==> src/rtl/sseg_pkg.sv <==
`default_nettype none
// ============================================================================
//  Module      : sseg_pkg
//  Description : Shared types and constants for the seven-segment display
//                driver. It holds the 16-entry hex-to-segment table and the
//                all-segments-off pattern.
//                Segment order is {a,b,c,d,e,f,g}: bit6 = a, bit0 = g.
//                The segments are active-low.
//  Revision    : 1.0 - initial release
// ============================================================================
package sseg_pkg;

    typedef logic [6:0] seg_t;

    // Pattern that drives every segment off (active-low).
    localparam seg_t SSEG_BLANK = 7'h7F;

    // Entry N is the segment pattern for hex digit N. The list below runs
    // from F (left) down to 0 (right), so each index lines up with its digit.
    localparam logic [15:0][6:0] SSEG_HEX_TABLE = {
        7'b0111000,     // F
        7'b0110000,     // E
        7'b1000010,     // D
        7'b0110001,     // C
        7'b1100000,     // B
        7'b0001000,     // A
        7'b0000100,     // 9
        7'b0000000,     // 8
        7'b0001111,     // 7
        7'b0100000,     // 6
        7'b0100100,     // 5
        7'b1001100,     // 4
        7'b0000110,     // 3
        7'b0010010,     // 2
        7'b1001111,     // 1
        7'b0000001      // 0
    };

    function automatic seg_t sseg_lookup(input logic [3:0] nib);
        return SSEG_HEX_TABLE[nib];
    endfunction

endpackage
`default_nettype wire

==> src/rtl/sseg_hex_decode.sv <==
`default_nettype none
// ============================================================================
//  Module      : sseg_hex_decode
//  Description : Combinational lookup from a 4-bit hex nibble to its 7-bit
//                active-low segment pattern. The pattern comes from sseg_pkg.
//  Ports       : nibble_i [3:0] - hex digit to decode
//                seg_o    [6:0] - {a,b,c,d,e,f,g}, active-low
//  Revision    : 1.0 - initial release
// ============================================================================
module sseg_hex_decode
    import sseg_pkg::*;
(
    input  logic [3:0] nibble_i,
    output seg_t       seg_o
);

    assign seg_o = sseg_lookup(nibble_i);

endmodule
`default_nettype wire

==> src/rtl/sseg_mux_driver.sv <==
`default_nettype none
// ============================================================================
//  Module      : sseg_mux_driver
//  Description : Time-multiplexed driver for an NDIG-digit common-anode hex
//                display.
//                - Each digit owns a slot of REFRESH_DIV clocks.
//                - The first BLANK_CYC clocks of each slot are dark, which
//                  suppresses ghosting.
//                - New values are staged in a pending register.
//                - The pending value is copied to the displayed (committed)
//                  register only at the last clock of a frame. A frame
//                  therefore never shows a mix of two values.
//                Every output is registered, so the outputs follow the
//                slot counter by one clock.
//  Parameters  : NDIG        - digit count, 1..8
//                REFRESH_DIV - clocks per digit slot, >= 2
//                BLANK_CYC   - dark clocks at the start of a slot, < REFRESH_DIV
//  Ports       : clk       - rising-edge clock
//                rst       - synchronous active-high reset
//                Value     - 4*NDIG hex nibbles; nibble i drives digit i
//                Load      - capture Value into the pending register
//                SSeg      - segments {a..g}, active-low
//                An        - digit enables, active-low
//                FrameTick - one-clock pulse after each frame commit
//  Options     : SSEG_LZ_SUPPRESS_EN - when defined, leading-zero digits
//                (i > 0) are blanked. Digit 0 is always shown.
//  Revision    : 1.0 - initial release
// ============================================================================
module sseg_mux_driver
    import sseg_pkg::*;
#(
    parameter int NDIG        = 4,
    parameter int REFRESH_DIV = 50000,
    parameter int BLANK_CYC   = 16
) (
    input  logic              clk,
    input  logic              rst,
    input  logic [4*NDIG-1:0] Value,
    input  logic              Load,
    output logic [6:0]        SSeg,
    output logic [NDIG-1:0]   An,
    output logic              FrameTick
);

    localparam int CNT_W = (REFRESH_DIV > 1) ? $clog2(REFRESH_DIV) : 1;
    localparam int IDX_W = (NDIG > 1) ? $clog2(NDIG) : 1;

    localparam logic [CNT_W-1:0] CNT_LAST  = CNT_W'(REFRESH_DIV - 1);
    localparam logic [CNT_W-1:0] CNT_BLANK = CNT_W'(BLANK_CYC);
    localparam logic [IDX_W-1:0] IDX_LAST  = IDX_W'(NDIG - 1);

    // ------------------------------------------------------------------
    // State
    // ------------------------------------------------------------------
    logic [CNT_W-1:0]  cnt_q,  cnt_d;
    logic [IDX_W-1:0]  idx_q,  idx_d;
    logic [4*NDIG-1:0] pend_q, pend_d;
    logic [4*NDIG-1:0] comm_q, comm_d;
    seg_t              sseg_q, sseg_d;
    logic [NDIG-1:0]   an_q,   an_d;
    logic              tick_q, tick_d;

    logic              w_slot_end;
    logic              w_commit;
    logic [3:0]        w_nib;
    seg_t              w_seg;
    logic              w_lz_blank;

    assign w_slot_end = (cnt_q == CNT_LAST);
    assign w_commit   = w_slot_end && (idx_q == IDX_LAST);

`ifdef SSEG_LZ_SUPPRESS_EN
    // w_lz_dig[i] is set when digit i and every more significant digit are
    // zero. Digit 0 is never blanked, so a zero value still shows "0".
    logic [NDIG-1:0] w_lz_dig;

    assign w_lz_dig[0] = 1'b0;

    for (genvar gi = 1; gi < NDIG; gi++) begin : g_lz_dig
        assign w_lz_dig[gi] = (comm_q[4*NDIG-1:4*gi] == '0);
    end
`endif

    // Select the committed nibble, and its leading-zero flag, for the
    // current slot. The comparison loop is used instead of an indexed part
    // select because idx_q can hold codes >= NDIG when NDIG is not a power
    // of two.
    always_comb begin
        w_nib      = 4'h0;
        w_lz_blank = 1'b0;
        for (int i = 0; i < NDIG; i++) begin
            if (idx_q == IDX_W'(i)) begin
                w_nib = comm_q[4*i +: 4];
`ifdef SSEG_LZ_SUPPRESS_EN
                w_lz_blank = w_lz_dig[i];
`endif
            end
        end
    end

    sseg_hex_decode u_dec (
        .nibble_i (w_nib),
        .seg_o    (w_seg)
    );

    // ------------------------------------------------------------------
    // Next-state logic
    // ------------------------------------------------------------------
    always_comb begin
        cnt_d  = w_slot_end ? '0 : cnt_q + 1'b1;
        idx_d  = idx_q;
        pend_d = pend_q;
        comm_d = comm_q;
        tick_d = w_commit;
        sseg_d = SSEG_BLANK;
        an_d   = '1;

        if (w_slot_end) begin
            idx_d = (idx_q == IDX_LAST) ? '0 : idx_q + 1'b1;
        end

        if (Load) begin
            pend_d = Value;
        end

        // pend_d already includes a Load that arrives on the commit clock.
        // That value therefore goes straight through to the display.
        if (w_commit) begin
            comm_d = pend_d;
        end

        if (cnt_q >= CNT_BLANK) begin
            an_d   = ~(NDIG'(1) << idx_q);
            sseg_d = w_lz_blank ? SSEG_BLANK : w_seg;
        end
    end

    // ------------------------------------------------------------------
    // Registers
    // ------------------------------------------------------------------
    always_ff @(posedge clk) begin
        if (rst) begin
            cnt_q  <= '0;
            idx_q  <= '0;
            pend_q <= '0;
            comm_q <= '0;
            sseg_q <= SSEG_BLANK;
            an_q   <= '1;
            tick_q <= 1'b0;
        end else begin
            cnt_q  <= cnt_d;
            idx_q  <= idx_d;
            pend_q <= pend_d;
            comm_q <= comm_d;
            sseg_q <= sseg_d;
            an_q   <= an_d;
            tick_q <= tick_d;
        end
    end

    assign SSeg      = sseg_q;
    assign An        = an_q;
    assign FrameTick = tick_q;

endmodule
`default_nettype wire
==> config.mk <==
export PLATFORM = sky130hd
export DESIGN_NAME = sseg_mux_driver
export DESIGN_NICKNAME = d
export VERILOG_FILES = /design/src/rtl/sseg_pkg.sv /design/src/rtl/sseg_hex_decode.sv /design/src/rtl/sseg_mux_driver.sv
export SDC_FILE = /design/constraint.sdc
export NUM_CORES = 1
export LEC_CHECK = 0
export ABC_AREA = 1
export ABC_CLOCK_PERIOD_IN_PS = 3530
export CAP_MARGIN = 20
export CORE_UTILIZATION = 30
export DETAILED_ROUTE_END_ITERATION = 6
export SLEW_MARGIN = 0
export SYNTH_ARGS = -nofsm -noshare
export SYNTH_HDL_FRONTEND = slang
export SYNTH_SLANG_ARGS = --single-unit
==> constraint.sdc <==
create_clock -name clk -period 3.53 [get_ports clk]
set_clock_uncertainty 0.1 [all_clocks]
set_input_delay 1.059 -clock clk [delete_from_list [all_inputs] [get_ports clk]]
set_output_delay 1.059 -clock clk [all_outputs]
set_load 0.03 [all_outputs]
==> results.cfg, run 1 <==
[sta]
layout_setup_ws_ns = 1.04
tightest_slew_ns = 0.719
finalCritPeriodShare = 0.705
fmax_mhz = 402
relSlewSlack = 0.516
hold_viol = 0
rsz0062_at_grt = false
fin_crit_ns = 2.49
fin_tns_setup_ns = 0
setup_viol = 0
maxSlewViolCount = 0

[clock_tree]
postCtsSetupBuffers = 0
htreeDepth = 3
cts_sinks = 62
cts.repair.resized = 0
hold_buffers = 0
root_buffer = clkbuf_8
clkLatencyLatePin_ns = 0.34
cts_tree = done
clockBufferDepth = 2
cts-buffers-inserted = 9
clkTransAtPathRegs_ns = 0.07

[critical_path]
slowest_stage = clkdlybuf4s50_1
worstSetupPathType = reg2out
critPathMaxStageDelay_ns = 0.67
worstPathCellList = clkdlybuf4s50_1
critical_path.top_delay_family = buffers and inverters
crit_buf_inv = 1
end_kind = output port
critPathLaunch = An[2]$_SDFF_PP1_
arrival_ns = 1.33
cp.required_ns = 2.37
crit_fanout = 1
startpoint_type = flop
rr_startpoint = idx_q[0]$_SDFFE_PP0N_

[global_route]
grt_usage = 0.124
overflow = 0
grt_pass1_wl_um = 9660
grt_pass1_vias = 2212
grt_max_degree = 18
antenna_found_initial = 0

[synth]
synthSimpleGateAreaFrac = 0.292
seq_area_frac_synth = 0.433
synth-compound-area-share = 0.0799
synth-xor-area-share = 0.00306
async_reset_ff_frac = 0
ys_warn_count = 0
synth-adder-area-share = 0.0524
ys.flop_type = dfxtp_1
syn_inst = 364
ys_seq_elements = 62
synth.distinct_cells = 33
synth_common_cells = nand2_1, dfxtp_1, nor2_1
yosysMostFrequentCell = nand2_1
yosysTopAreaCell = dfxtp_1
syn_nets = 395
yosys-mux-area-fraction = 0.0559
synth.avg_cell_area_um2 = 7.87
netlist_area_um2 = 2870
synth_top_family_by_area = simple AND/OR/NAND/NOR gates
synthTopCellsByArea = dfxtp_1, nand2_1, nand3_1, nor2_1, mux2i_1
synth_edf_count = 0
netlist.area_leader.share = 0.433

[die]
die_area_um2 = 9950
core-area_um2 = 9240
start_util = 0.310
row_count = 35
die_h_um = 99.7
die_w_um = 99.7
num_io_pins = 31

[power]
cellPowerDensity_nw_per_um2 = 409
irDropWorstVdd_mv = 0.255
power_leakage_nw = 1.43

[outcome]
run_status = finished, final reports clean

[detailed_routing]
firstDrtPassIters = 4
dr_wl_met2_um = 2530
drtIter0Drc = 69
wl_per_cell_um = 10.6
top_layer = met4
met3_length_um = 278
drc = 0
via_count = 2375
wl_um = 5610
ant_nets = 0
drt-met1-wl_um = 2720
viasPerCell = 4.47

[finish]
nets = 428
fin_util = 0.373
finalInstanceArea_um2 = 3450
fillerInstances = 973
regArea_um2 = 1240
drive_gt1_frac = 0.0970
multi_input_area_um2 = 1380
area_delta_synth_final_pct = 20.3
n_antenna_cell = 0

[place]
place_hpwl_um = 4200
place_congestion = 0.859
dp_worst_setup_slack_ns = 0.998
io_buffers = 30
placed_area_um2 = 3250

[worst_hold_path]
hp-start = comm_q[13]$_SDFFE_PP0P_
hp-class = reg2reg

[job]
max-cap-violations = 0
-- sequential cells by signal, indices dropped and copies added (netlist names) --
| signal | flops |
|---|---|
| An | 4 |
| FrameTick | 1 |
| SSeg | 7 |
| cnt_q | 16 |
| comm_q | 16 |
| idx_q | 2 |
| pend_q | 16 |
-- worst reg2reg max path: stages, from the launching register on --
cell and delay, ns:
dfxtp_1 0.38, ha_1 0.46, inv_1 0.15, o21ai_0 0.60
ha_1 0.35, nand2_1 0.07, nand3_1 0.06, nand2_1 0.08
nand2_1 0.05
-- per-layer routing --
layer / track usage / up-vias
met5: 0 / -
met1: 0.148 / 1071
li1: - / 1239
met2: 0.201 / 57
met3: 0.0443 / 8
met4: 0.0498 / 0
-- power by group --
group / switching (mW) / total, mW / internal [mW]
registers: 0.00569 / 0.719 / 0.713
clock network: 0.261 / 0.625 / 0.364
logic: 0.0320 / 0.0659 / 0.0339
-- layout by cell type (no fill, tap or decap), drive strengths merged, types with 2 or more instances in the layout --
cell / synthesis / layout
clkinv: 1 / 2
buf: 9 / 3
mux2i: 16 / 16
nor2: 51 / 51
and2: 2 / 2
or2: 2 / 2
ha: 12 / 12
a31oi: 2 / 2
inv: 34 / 34
clkbuf: 2 / 13
o21ai: 20 / 20
nand2: 82 / 82
nand3: 40 / 40
clkdlybuf4s50: 0 / 30
nand4: 4 / 4
dfxtp: 62 / 62
a21oi: 15 / 15
nor3: 6 / 6
-- cells by family (layout without fill, tap and decap cells) --
group	count (synthesis)	after routing
xor gates and xnor gates	1	1
AOI/OAI and AO/OA	38	38
and+or+nand+nor	189	189
buffers and inverters	46	84
DFF	62	62
muxes	16	16
adders and majority gates	12	12
-- final timing paths --
path,slack (ns),cells past startpoint,to
setup reg to reg,1.11,8,SSeg[3]$_SDFF_PP1_
hold reg to reg,0.39,2,comm_q[13]$_SDFFE_PP0P_
hold / removal,0.39,2,comm_q[13]$_SDFFE_PP0P_
setup / recovery,1.04,1,An[2]
-- stage by stage --
step / instances / power, mW / hold WS (ns)
after floorplan: 364 / 0.775 / 0.351
after global placement: 515 / 0.800 / 0.372
after detailed placement: 515 / 0.802 / 0.377
after CTS: 531 / 1.43 / 0.391
after global routing: 531 / 1.47 / 0.403
final: 531 / 1.41 / 0.386
-- cell type report --
cell class	instances	share of cell area
Multi-Input combinational cell	256	0.401
Sequential cell	62	0.360
Timing Repair Buffer	33	0.0936
Tap cell	129	0.0468
Clock buffer	13	0.0461
Inverter	35	0.0399
Clock inverter	3	0.0123
(Power assumes the default switching activity.)
==> run 2, diff against run 1 <==
- ABC_CLOCK_PERIOD_IN_PS: 3530 -> 2550
- clock period: 3.53 -> 2.55 ns (I/O delays scaled with it)
==> results.cfg, run 2 (synthesized netlist as in run 1, its figures left out) <==
[sta]
hold_viol = 0
maxSlewViolCount = 0
layout_setup_ws_ns = 0.345
tightest_slew_ns = 0.687
relSlewSlack = 0.537
fin_crit_ns = 2.20
setup_viol = 0
fmax_mhz = 454
fin_tns_setup_ns = 0
rsz0062_at_grt = false
finalCritPeriodShare = 0.865

[critical_path]
reg2reg_depth = 8
cp.required_ns = 2.67
slowest_stage = o21ai_0
r2r_slack_ns = 0.35
arrival_ns = 2.33
rr_startpoint = idx_q[0]$_SDFFE_PP0N_
worstPathCellList = ha_1 > inv_1 > o21ai_0 > ha_1 > nand2_1 > nand3_1 > nand2_1 > nand2_1
startpoint_type = flop
crit_fanout = 7
end_kind = flop
worstSetupPathType = reg2reg
r2r-end = SSeg[3]$_SDFF_PP1_
worst_path_most_repeated_cell = nand2_1
critPathMaxStageDelay_ns = 0.57

[finish]
drive_gt1_frac = 0.106
fillerInstances = 988
multi_input_area_um2 = 1380
final_common_cell = nand2_1
final_cell_mix = nand2_1, dfxtp_1, nor2_1, nand3_1, inv_1
nets = 430
regArea_um2 = 1240
n_antenna_cell = 0
reg_top3 = cnt_q x16, comm_q x16, pend_q x16
area_delta_synth_final_pct = 20.8

[clock_tree]
postCtsSetupBuffers = 0
root_buffer = clkbuf_8
cts.repair.resized = 0
htreeDepth = 3
clockBufferDepth = 2
cts_sinks = 62
clkTransAtPathRegs_ns = 0.07
cts-buffers-inserted = 9
hold_buffers = 0
clkLatencyLatePin_ns = 0.35
cts_tree = done

[worst_hold_path]
hp-start = comm_q[13]$_SDFFE_PP0P_
holdPathEnd = comm_q[13]$_SDFFE_PP0P_
min_path_cells = 2
hp-class = reg2reg

[detailed_routing]
via_count = 2339
drc = 0
firstDrtPassIters = 4
wl_per_cell_um = 10.7
wl_um = 5700
ant_nets = 0
viasPerCell = 4.39
drtIter0Drc = 70

[die]
num_io_pins = 31
core-area_um2 = 9240
die_h_um = 99.7
start_util = 0.310
die_w_um = 99.7
row_count = 35
die_area_um2 = 9950

[global_route]
overflow = 0
grt_pass1_wl_um = 10100
grt_usage = 0.129
grt_max_degree = 18
grt_pass1_vias = 2219
antenna_found_initial = 0

[place]
io_buffers = 30
place_congestion = 0.868
place_hpwl_um = 4250
dp_worst_setup_slack_ns = 0.323

[outcome]
run_status = finished, final reports clean

[power]
power_leakage_nw = 1.44
irDropWorstVdd_mv = 0.326
cellPowerDensity_nw_per_um2 = 564

[job]
max-cap-violations = 0
## run 2: cell count changes in the layout (fill, tap and decap cells not counted), sizes merged
cell,previous run,this run
buf,3,5
clkinv,2,5
clkbuf,13,10
## run 2: where the power goes
part / internal, mW / switching, mW
Sequential: 0.987 / 0.00801
Clock: 0.474 / 0.392
Combinational: 0.0477 / 0.0434
Total: 1.51 / 0.443
## run 2: critical path: cells and delay by family, from the launching register on
kind | cells | cell delay, ns
fa+ha+maj | 2 | 0.65
compound gates | 1 | 0.57
flops | 1 | 0.39
simple gates | 4 | 0.25
buf+inv | 1 | 0.12
## run 2: metal layers
layer,vias up,routed length [µm],global-route usage
met3,10,263,0.0288
li1,1248,-,-
met1,1035,2750,0.164
met2,46,2550,0.202
met4,0,135,0.0747
met5,-,0,0
## run 2: worst max path at each step
stage	end	cells after the start	start	slack [ns]
after floorplan	SSeg[3]$_SDFF_PP1_	11	idx_q[0]$_SDFFE_PP0N_	0.68
after CTS	An[1]	1	An[1]$_SDFF_PP1_	0.33
after detailed placement	cnt_q[8]$_SDFF_PP0_	4	rst	0.32
after global placement	cnt_q[6]$_SDFF_PP0_	4	rst	0.35
final	SSeg[3]$_SDFF_PP1_	8	idx_q[0]$_SDFFE_PP0N_	0.35
after global routing	SSeg[3]$_SDFF_PP1_	8	idx_q[0]$_SDFFE_PP0N_	0.14
## run 2: through the flow
step           hold WS (ns)  cells  power, mW  instance area, µm²   util
6_report              0.388    533       1.95                3460  0.375
5_1_grt               0.420    533       2.03                3460  0.375
4_1_cts               0.388    533       1.97                3460  0.375
3_5_place_dp          0.378    517       1.11                3260  0.353
3_3_place_gp          0.372    517       1.11                3260  0.353
2_1_floorplan         0.351    364       1.07                2870      -
## run 2: area by class of cell
cell class / count / share of cell area
repair buffers: 35 / 0.0976
clock inverters: 6 / 0.0177
clock buffers: 10 / 0.0398
inverters: 35 / 0.0398
multi-input cells: 256 / 0.400
well taps: 129 / 0.0466
flip-flops and latches: 62 / 0.359
==> run 3, diff against run 2 <==
- HOLD_SLACK_MARGIN: not set -> 0.15
- REMOVE_ABC_BUFFERS: not set -> 1
==> results.cfg, run 3 (synthesized netlist as in run 1, its figures left out) <==
[power]
power_leakage_nw = 1.44
irDropWorstVdd_mv = 0.346
p_comb_frac = 0.047
p_clk_frac = 0.458
cellPowerDensity_nw_per_um2 = 577
internal_power_mw = 1.57
swShare = 0.220
pwr-share-seq = 0.495
switchingPower_mw = 0.441

[critical_path]
worstSetupPathType = reg2reg
cp.required_ns = 2.67
startpoint_type = flop
rr_startpoint = idx_q[0]$_SDFFE_PP0N_
critPathMaxStageDelay_ns = 0.58
critical_path.top_delay_family = adder cells
end_kind = flop
reg2reg_depth = 8
crit_fanout = 7
r2r-end = SSeg[3]$_SDFF_PP1_
worstPathCellList = ha_1 > inv_1 > o21ai_0 > ha_1 > nand2_1 > nand3_1 > nand2_1 > nand2_1
slowest_stage = o21ai_0
r2r_slack_ns = 0.27
arrival_ns = 2.40
worst_path_most_repeated_cell = nand2_1
crit_buf_inv = 1

[detailed_routing]
wl_per_cell_um = 11.4
viasPerCell = 4.46
via_count = 2372
firstDrtPassIters = 4
ant_nets = 0
wl_um = 6050
drc = 0
drtIter0Drc = 120

[finish]
n_antenna_cell = 0
nets = 429
fillerInstances = 954
drive_gt1_frac = 0.104
final_cell_mix = nand2_1, dfxtp_1, nor2_1, nand3_1, inv_1
reg_top3 = cnt_q x16, comm_q x16, pend_q x16
final-instance-count-excl-fill = 532
area_delta_synth_final_pct = 21.7
final_common_cell = nand2_1
finalInstanceArea_um2 = 3490
fin_util = 0.377

[worst_hold_path]
holdPathEnd = pend_q[2]$_SDFF_PP0_
hp-start = pend_q[2]$_SDFF_PP0_
min_path_cells = 2
hp-class = reg2reg

[die]
die_area_um2 = 9950
die_w_um = 99.7
die_h_um = 99.7
row_count = 35
core-area_um2 = 9240
num_io_pins = 31
start_util = 0.310

[sta]
layout_setup_ws_ns = 0.273
fin_crit_ns = 2.28
maxSlewViolCount = 0
relSlewSlack = 0.525
rsz0062_at_grt = false
fin_tns_setup_ns = 0
tightest_slew_ns = 0.705
hold_viol = 0
setup_viol = 0
fmax_mhz = 439
finalCritPeriodShare = 0.893

[clock_tree]
cts.repair.resized = 0
clockBufferDepth = 2
htreeDepth = 3
clkLatencyLatePin_ns = 0.34
cts_tree = done
cts_sinks = 62
clkTransAtPathRegs_ns = 0.07
root_buffer = clkbuf_8
hold_buffers = 0
postCtsSetupBuffers = 0
cts-buffers-inserted = 9

[place]
dpl.cell_count = 516
io_buffers = 30
dp_worst_setup_slack_ns = 0.287
place_hpwl_um = 4480
placed_area_um2 = 3270
place_congestion = 0.852

[global_route]
grt_max_degree = 18
grt_pass1_wl_um = 10500
grt_usage = 0.134
antenna_found_initial = 0
overflow = 0
grt_pass1_vias = 2290

[outcome]
run_status = finished, final reports clean

[job]
max-cap-violations = 0
-- run 3: stage by stage --
step	hold WS [ns]	power, mW
2_1_floorplan	0.351	1.06
5_1_grt	0.414	2.09
6_report	0.392	2.01
4_1_cts	0.397	2.04
3_3_place_gp	0.369	1.11
3_5_place_dp	0.378	1.11
-- run 3: area by class of cell --
cell class / count / area (µm²) / area share
clock buffer: 12 / 165 / 0.0474
clock inverter: 4 / 53.8 / 0.0154
inverter: 35 / 138 / 0.0395
multi-input combinational: 256 / 1380 / 0.397
sequential: 62 / 1240 / 0.356
tap: 129 / 161 / 0.0463
timing repair buffer: 34 / 343 / 0.0983
-- run 3: power by group through the flow --
stage / Clock (mW) / Sequential, mW / Combinational, mW
after floorplan: 0 / 1.02 / 0.0418
after global placement: 0 / 1.02 / 0.0942
after detailed placement: 0 / 1.02 / 0.0964
after CTS: 0.946 / 0.995 / 0.0970
after global routing: 0.985 / 0.997 / 0.106
final: 0.920 / 0.995 / 0.0953
-- run 3: tightest hold or removal path, cell delays in order (launching register included) --
cell,delay (ns)
dfxtp_1,0.30
mux2i_1,0.07
nor2_1,0.08
-- run 3: worst max path at each step --
stage	from	endpoint	slack, ns	cells past startpoint
floorplan	idx_q[0]$_SDFFE_PP0N_	SSeg[3]$_SDFF_PP1_	0.53	10
global placement	rst	cnt_q[6]$_SDFF_PP0_	0.32	4
detailed placement	rst	cnt_q[3]$_SDFF_PP0_	0.29	4
CTS	idx_q[0]$_SDFFE_PP0N_	SSeg[3]$_SDFF_PP1_	0.28	8
global route	idx_q[1]$_SDFFE_PP0N_	SSeg[3]$_SDFF_PP1_	0.10	12
finish	idx_q[0]$_SDFFE_PP0N_	SSeg[3]$_SDFF_PP1_	0.27	8
-- run 3: metal layers --
layer,wire length [µm],vias to the layer above,global-route usage
li1,-,1243,-
met1,3000,1065,0.177
met2,2620,57,0.202
met3,346,7,0.0478
met4,80,0,0.0498
met5,0,-,0
